$ cat src/rtl/subtractor_64bit_serial_pkg.sv
// subtractor_64bit_serial_pkg: shared state encoding, slice defaults and sizing helpers
package subtractor_64bit_serial_pkg;
    localparam logic [1:0] IDLE = 2'd0;
    localparam logic [1:0] RUN  = 2'd1;
    localparam logic [1:0] DONE = 2'd2;
    localparam int SLICE_DEF = 8;
    localparam int WIDTH_DEF = 64;
    localparam int NUM_SLICES_DEF = WIDTH_DEF / SLICE_DEF;
    function automatic int num_slices(input int width, input int slice);
        return width / slice;
    endfunction
    function automatic bit slice_ok(input int width, input int slice);
        return (width % slice) == 0;
    endfunction
endpackage

$ cat src/rtl/subtractor_64bit_serial_adder.sv
// adder_8bit: one adder slice with carry in/out (a_i/b_i/c_i in, s_o/c_o out)
module adder_8bit
    import subtractor_64bit_serial_pkg::*;
#(
    parameter int W = SLICE_DEF
) (
    input  logic [W-1:0] a_i,
    input  logic [W-1:0] b_i,
    input  logic         c_i,
    output logic [W-1:0] s_o,
    output logic         c_o
);
    assign {c_o, s_o} = {1'b0, a_i} + {1'b0, b_i} + {{W{1'b0}}, c_i};
endmodule

$ cat src/rtl/subtractor_64bit_serial.sv
// subtractor_64bit_serial: slice-serial Diff = A - B - Bin with valid/ready on both sides; ports clk, reset, in_valid/in_ready/A/B/Bin, out_valid/out_ready/Diff/Bout, busy, and V when SUBTRACTOR_OVERFLOW_FLAG_EN is defined
module subtractor_64bit_serial
    import subtractor_64bit_serial_pkg::*;
#(
    parameter int WIDTH = WIDTH_DEF,
    parameter int SLICE = SLICE_DEF
) (
    input  logic             clk,
    input  logic             reset,
    input  logic             in_valid,
    output logic             in_ready,
    input  logic [WIDTH-1:0] A,
    input  logic [WIDTH-1:0] B,
    input  logic             Bin,
    output logic             out_valid,
    input  logic             out_ready,
    output logic [WIDTH-1:0] Diff,
    output logic             Bout,
    output logic             busy
`ifdef SUBTRACTOR_OVERFLOW_FLAG_EN
   ,output logic             V
`endif
);
    localparam int NS = num_slices(WIDTH, SLICE);
    localparam int CW = (NS > 1) ? $clog2(NS) : 1;

    if (!slice_ok(WIDTH, SLICE)) begin : g_chk
        $error("WIDTH must be a multiple of SLICE");
    end

    logic [1:0]       state_q, state_d;
    logic [CW-1:0]    cnt_q, cnt_d;
    logic [WIDTH-1:0] a_q, a_d, nb_q, nb_d, diff_q, diff_d;
    logic             c_q, c_d, bout_q, bout_d;
    logic [SLICE-1:0] s;
    logic             co, last;

    // Subtraction as A + ~B + ~Bin: the inverted subtrahend is stored so the
    // slice engine is a plain adder.
    adder_8bit #(.W(SLICE)) u_slice (
        .a_i(a_q[cnt_q*SLICE +: SLICE]),
        .b_i(nb_q[cnt_q*SLICE +: SLICE]),
        .c_i(c_q),
        .s_o(s),
        .c_o(co)
    );

    assign last = cnt_q == CW'(NS - 1);

`ifdef SUBTRACTOR_OVERFLOW_FLAG_EN
    logic v_q, v_d;
    // B's sign is the complement of the stored ~B MSB; s[SLICE-1] is Diff's MSB on the last slice.
    assign v_d = (state_q == RUN && last) ?
                 ((a_q[WIDTH-1] == nb_q[WIDTH-1]) & (s[SLICE-1] != a_q[WIDTH-1])) : v_q;
    assign V = v_q;
`endif

    always_comb begin
        state_d = state_q;
        cnt_d   = cnt_q;
        a_d     = a_q;
        nb_d    = nb_q;
        c_d     = c_q;
        diff_d  = diff_q;
        bout_d  = bout_q;
        if (state_q == IDLE) begin
            if (in_valid) begin
                state_d = RUN;
                a_d     = A;
                nb_d    = ~B;
                c_d     = ~Bin;
                cnt_d   = '0;
            end
        end else if (state_q == RUN) begin
            diff_d[cnt_q*SLICE +: SLICE] = s;
            c_d   = co;
            cnt_d = cnt_q + CW'(1);
            if (last) begin
                state_d = DONE;
                bout_d  = ~co;
            end
        end else if (state_q == DONE) begin
            state_d = out_ready ? IDLE : DONE;
        end else begin
            state_d = IDLE;
        end
    end

    always_ff @(posedge clk or posedge reset) begin
        if (reset) begin
            state_q <= IDLE;
            cnt_q   <= '0;
            a_q     <= '0;
            nb_q    <= '0;
            c_q     <= 1'b0;
            diff_q  <= '0;
            bout_q  <= 1'b0;
`ifdef SUBTRACTOR_OVERFLOW_FLAG_EN
            v_q     <= 1'b0;
`endif
        end else begin
            state_q <= state_d;
            cnt_q   <= cnt_d;
            a_q     <= a_d;
            nb_q    <= nb_d;
            c_q     <= c_d;
            diff_q  <= diff_d;
            bout_q  <= bout_d;
`ifdef SUBTRACTOR_OVERFLOW_FLAG_EN
            v_q     <= v_d;
`endif
        end
    end

    assign in_ready  = state_q == IDLE;
    assign busy      = state_q == RUN;
    assign out_valid = state_q == DONE;
    assign Diff      = diff_q;
    assign Bout      = bout_q;
endmodule

$ cat config.mk
export PLATFORM = sky130hd
export DESIGN_NAME = subtractor_64bit_serial
export DESIGN_NICKNAME = d
export VERILOG_FILES = /design/src/rtl/subtractor_64bit_serial_pkg.sv /design/src/rtl/subtractor_64bit_serial_adder.sv /design/src/rtl/subtractor_64bit_serial.sv
export SDC_FILE = /design/constraint.sdc
export NUM_CORES = 1
export LEC_CHECK = 0
export ABC_AREA = 1
export CAP_MARGIN = 10
export CORE_MARGIN = 2
export CORE_UTILIZATION = 30
export CTS_CLUSTER_SIZE = 30
export DETAILED_ROUTE_END_ITERATION = 8
export GPL_TIMING_DRIVEN = 0
export PLACE_DENSITY = 0.49
export SLEW_MARGIN = 0
export SYNTH_ARGS = -nofsm -noshare
export SYNTH_HDL_FRONTEND = slang
export SYNTH_HIERARCHICAL = 1
export SYNTH_SLANG_ARGS = --single-unit
$ cat constraint.sdc
create_clock -name clk -period 14.1 [get_ports clk]
set_input_delay 2.82 -clock clk [delete_from_list [all_inputs] [get_ports clk]]
set_output_delay 2.82 -clock clk [all_outputs]
set_load 0.005 [all_outputs]
==> impl_metrics.py <==
metrics = {
    "power_and_ir_drop": {
        "peakVddDrop_uv": 134.9,
        "cellPowerDensity_mw_per_mm2": 257.1,
        "p_leak_nw": 6.146,
    },
    "logic_synthesis": {
        "ys_seq_area_frac": 0.5206,
        "yosysWarnings": 6,
        "synth_edf_count": 0,
        "synth_cell_types": 32,
        "syn_nets": 1382,
        "syn_inst": 1235,
        "synth_common_cells": "496 x nand2_1, 199 x dfrtp_1, 154 x nor2_1",
        "synthesis.area_mm2": 0.009565,
        "yosys.area.top_type": "dfrtp_1",
        "avgSynthCellArea_um2": 7.745,
        "synth_top_flop_cell": "dfrtp_1",
        "synth_top_area_share": 0.5206,
        "synth_most_common_cell": "nand2_1",
        "synthTopCellsByArea": "dfrtp_1 52%, nand2_1 19%, nor2_1 6.0%",
        "synthArstFlopShare": 1.000,
        "ys_seq_elements": 199,
    },
    "placement": {
        "place_area_mm2": 0.01211,
        "dp.cells": 1838,
        "gp_congestion": 0.8396,
        "io_buffers": 200,
        "dp_hpwl_mm": 23.87,
        "post-place-ws_ns": 9.608,
    },
    "worst_setup_path": {
        "crit_type": "reg2out",
        "path_buf_inv": 2,
        "cp-end-kind": "primary output",
        "worstPathArrival_ns": 2.13,
        "cp_slowest_cell": "clkdlybuf4s50_1",
        "cp.required_ns": 11.28,
        "critPathMaxFanout": 10,
        "path_delay_family": "buffers and inverters",
        "crit_path_cell_trace": "nor2_8, buf_1, clkdlybuf4s50_1",
        "slowest_delay_ns": 0.62,
        "start_kind": "register",
    },
    "drt": {
        "dr.pass1.iters": 4,
        "first_iter_violations": 500,
        "via_count": 8634,
        "routed_wl_mm": 30.97,
        "drcViolationCount": 0,
        "routedWlPerCell_um": 16.57,
        "detail-route-antenna-nets": 0,
        "via_per_inst": 4.620,
    },
    "cts": {
        "numClockSinks": 199,
        "post_cts_resized": 0,
        "numCtsBuffers": 17,
        "cts_root_buffer": "clkbuf_16",
        "h-tree-depth": 4,
        "cts.clk_slew.worst_paths_ns": 0.07,
        "insertion_delay_ns": 0.45,
        "cts_tree": "done",
        "postCtsSetupBuffers": 0,
        "hold_buffers": 0,
        "clockBufferDepth": 2,
    },
    "finish": {
        "drive_gt1_frac": 0.07089,
        "num_antenna_cells": 0,
        "layout.nets": 1602,
        "fin_cells": 1869,
        "finish.utilization": 0.4023,
        "design_area_mm2": 0.01266,
        "area_growth_pct": 32.36,
        "fillers": 3304,
    },
    "sta": {
        "finalSetupViolCount": 0,
        "rsz0062_at_grt": "false",
        "post-route-period-util": 0.3512,
        "max_freq_mhz": 201.9,
        "max_slew_margin": 0.5549,
        "tightest_slew_ns": 0.6676,
        "final.setup.tns_ns": 0,
        "final.min_clock_period_ns": 4.952,
        "worst_slack_ns": 9.148,
        "skew_ns": 0.01470,
        "report.final.slew_viol_count": 0,
        "hold_viol": 0,
    },
    "floorplanning": {
        "row_count": 65,
        "io_pins": 201,
        "die_x_um": 182.6,
        "die_y_um": 182.6,
        "core_mm2": 0.03147,
        "start_util": 0.3039,
        "die-area_mm2": 0.03333,
    },
    "grt": {
        "antenna_found_initial": 0,
        "grt_max_degree": 118,
        "grt-ovfl-total": 0,
        "grt_pass1_vias": 8756,
        "grt_pass1_wl_mm": 48.70,
        "grtUsageTotal": 0.1906,
    },
    "worst_hold_path": {
        "hold_class": "reg2reg",
    },
    "flow_run": {
        "max_cap_violations": 0,
    },
    "status": {
        "status": "complete, no violations",
    },
}
-- routing by layer --
metal	track usage	vias up	wire, um
li1	-	4376	-
met1	0.2547	4051	14530
met2	0.3270	184	15000
met3	0.02754	23	1054
met4	0.04355	0	380
met5	0	-	0
-- power breakdown --
part           leakage [nW]  internal [mW]  switching, mW  total [mW]
sequential             2.55          0.809          0.134       0.944
combinational          3.32          0.643           1.19        1.83
clock                 0.266          0.236          0.241       0.477
total                  6.15           1.69           1.57        3.25
-- placed cells by master, fill, tap and decap left out, types with 5 or more instances in the layout --
cell             Yosys  routed
ha_1                12      12
nor3_1               9       9
clkbuf_1            25      25
clkbuf_16            0      17
nand4_1             12      12
dfrtp_1            199     199
o21ai_1            101     101
inv_8                0       5
inv_1               30      29
a21oi_1             11      11
buf_2               22      22
nand2_2              5       5
buf_4               16      16
inv_2               12      12
clkdlybuf4s50_1      0     200
nor2_1             154     154
nand2_1            496     496
o21ai_0             79      79
nand3_1             22      22
-- cell type report --
type | instances | area (um2) | area share
timing repair buffer | 201 | 2029 | 0.1603
clock buffer | 18 | 439.2 | 0.03469
buffer | 67 | 339.1 | 0.02678
inverter | 43 | 168.9 | 0.01334
clock inverter | 13 | 116.4 | 0.009191
multi-input combinational | 926 | 4085 | 0.3227
tap | 402 | 503.0 | 0.03973
sequential | 199 | 4980 | 0.3933
-- worst register-to-register path: cells and delay by family, from the launching register on --
kind                     cells  cell delay (ns)
AO/OA/AOI/OAI                2             0.22
XOR/XNOR                     1             0.24
adder cells (fa/ha/maj)      2             0.89
buffers and inverters        3             0.94
flip-flops                   1             0.38
AND/OR/NAND/NOR             10             1.24
-- path summary, 6_finish.rpt --
kind                                        start                    to  slack, ns  cells after the start
min                            a_q[7]$_DFFE_PP0P_    a_q[7]$_DFFE_PP0P_       0.48                      2
min reg2reg                    a_q[7]$_DFFE_PP0P_    a_q[7]$_DFFE_PP0P_       0.48                      2
min in group asynchronous                   reset  Diff[62]$_DFFE_PP0P_       2.84                      2
max                        state_q[1]$_DFFE_PP0P_                  busy       9.15                      3
max in group asynchronous                   reset  nb_q[38]$_DFFE_PP0P_      10.24                      3
max reg2reg                  cnt_q[1]$_DFFE_PP0P_  Diff[44]$_DFFE_PP0P_      10.13                     18
-- registers in the layout (all words and copies together), names as in the netlist --
name / count
cnt_q: 3
c_q: 1
state_q: 2
Diff: 64
a_q: 64
nb_q: 64
Bout: 1
-- logic make-up after synthesis --
family / Yosys count / share of synthesized area
AO/OA/AOI/OAI: 194 / 0.1022
XOR/XNOR: 3 / 0.002747
adder cells (fa/ha/maj): 14 / 0.01988
buffers and inverters: 110 / 0.05232
flip-flops: 199 / 0.5206
AND/OR/NAND/NOR: 715 / 0.3023
-- through the flow --
stage | hold slack, ns | power (mW)
floorplan | 0.4436 | 2.123
global placement | 0.4567 | 2.786
detailed placement | 0.4599 | 2.801
CTS | 0.4799 | 3.285
global route | 0.5064 | 3.568
finish | 0.4762 | 3.255
Power figures use the tool's default switching activity.
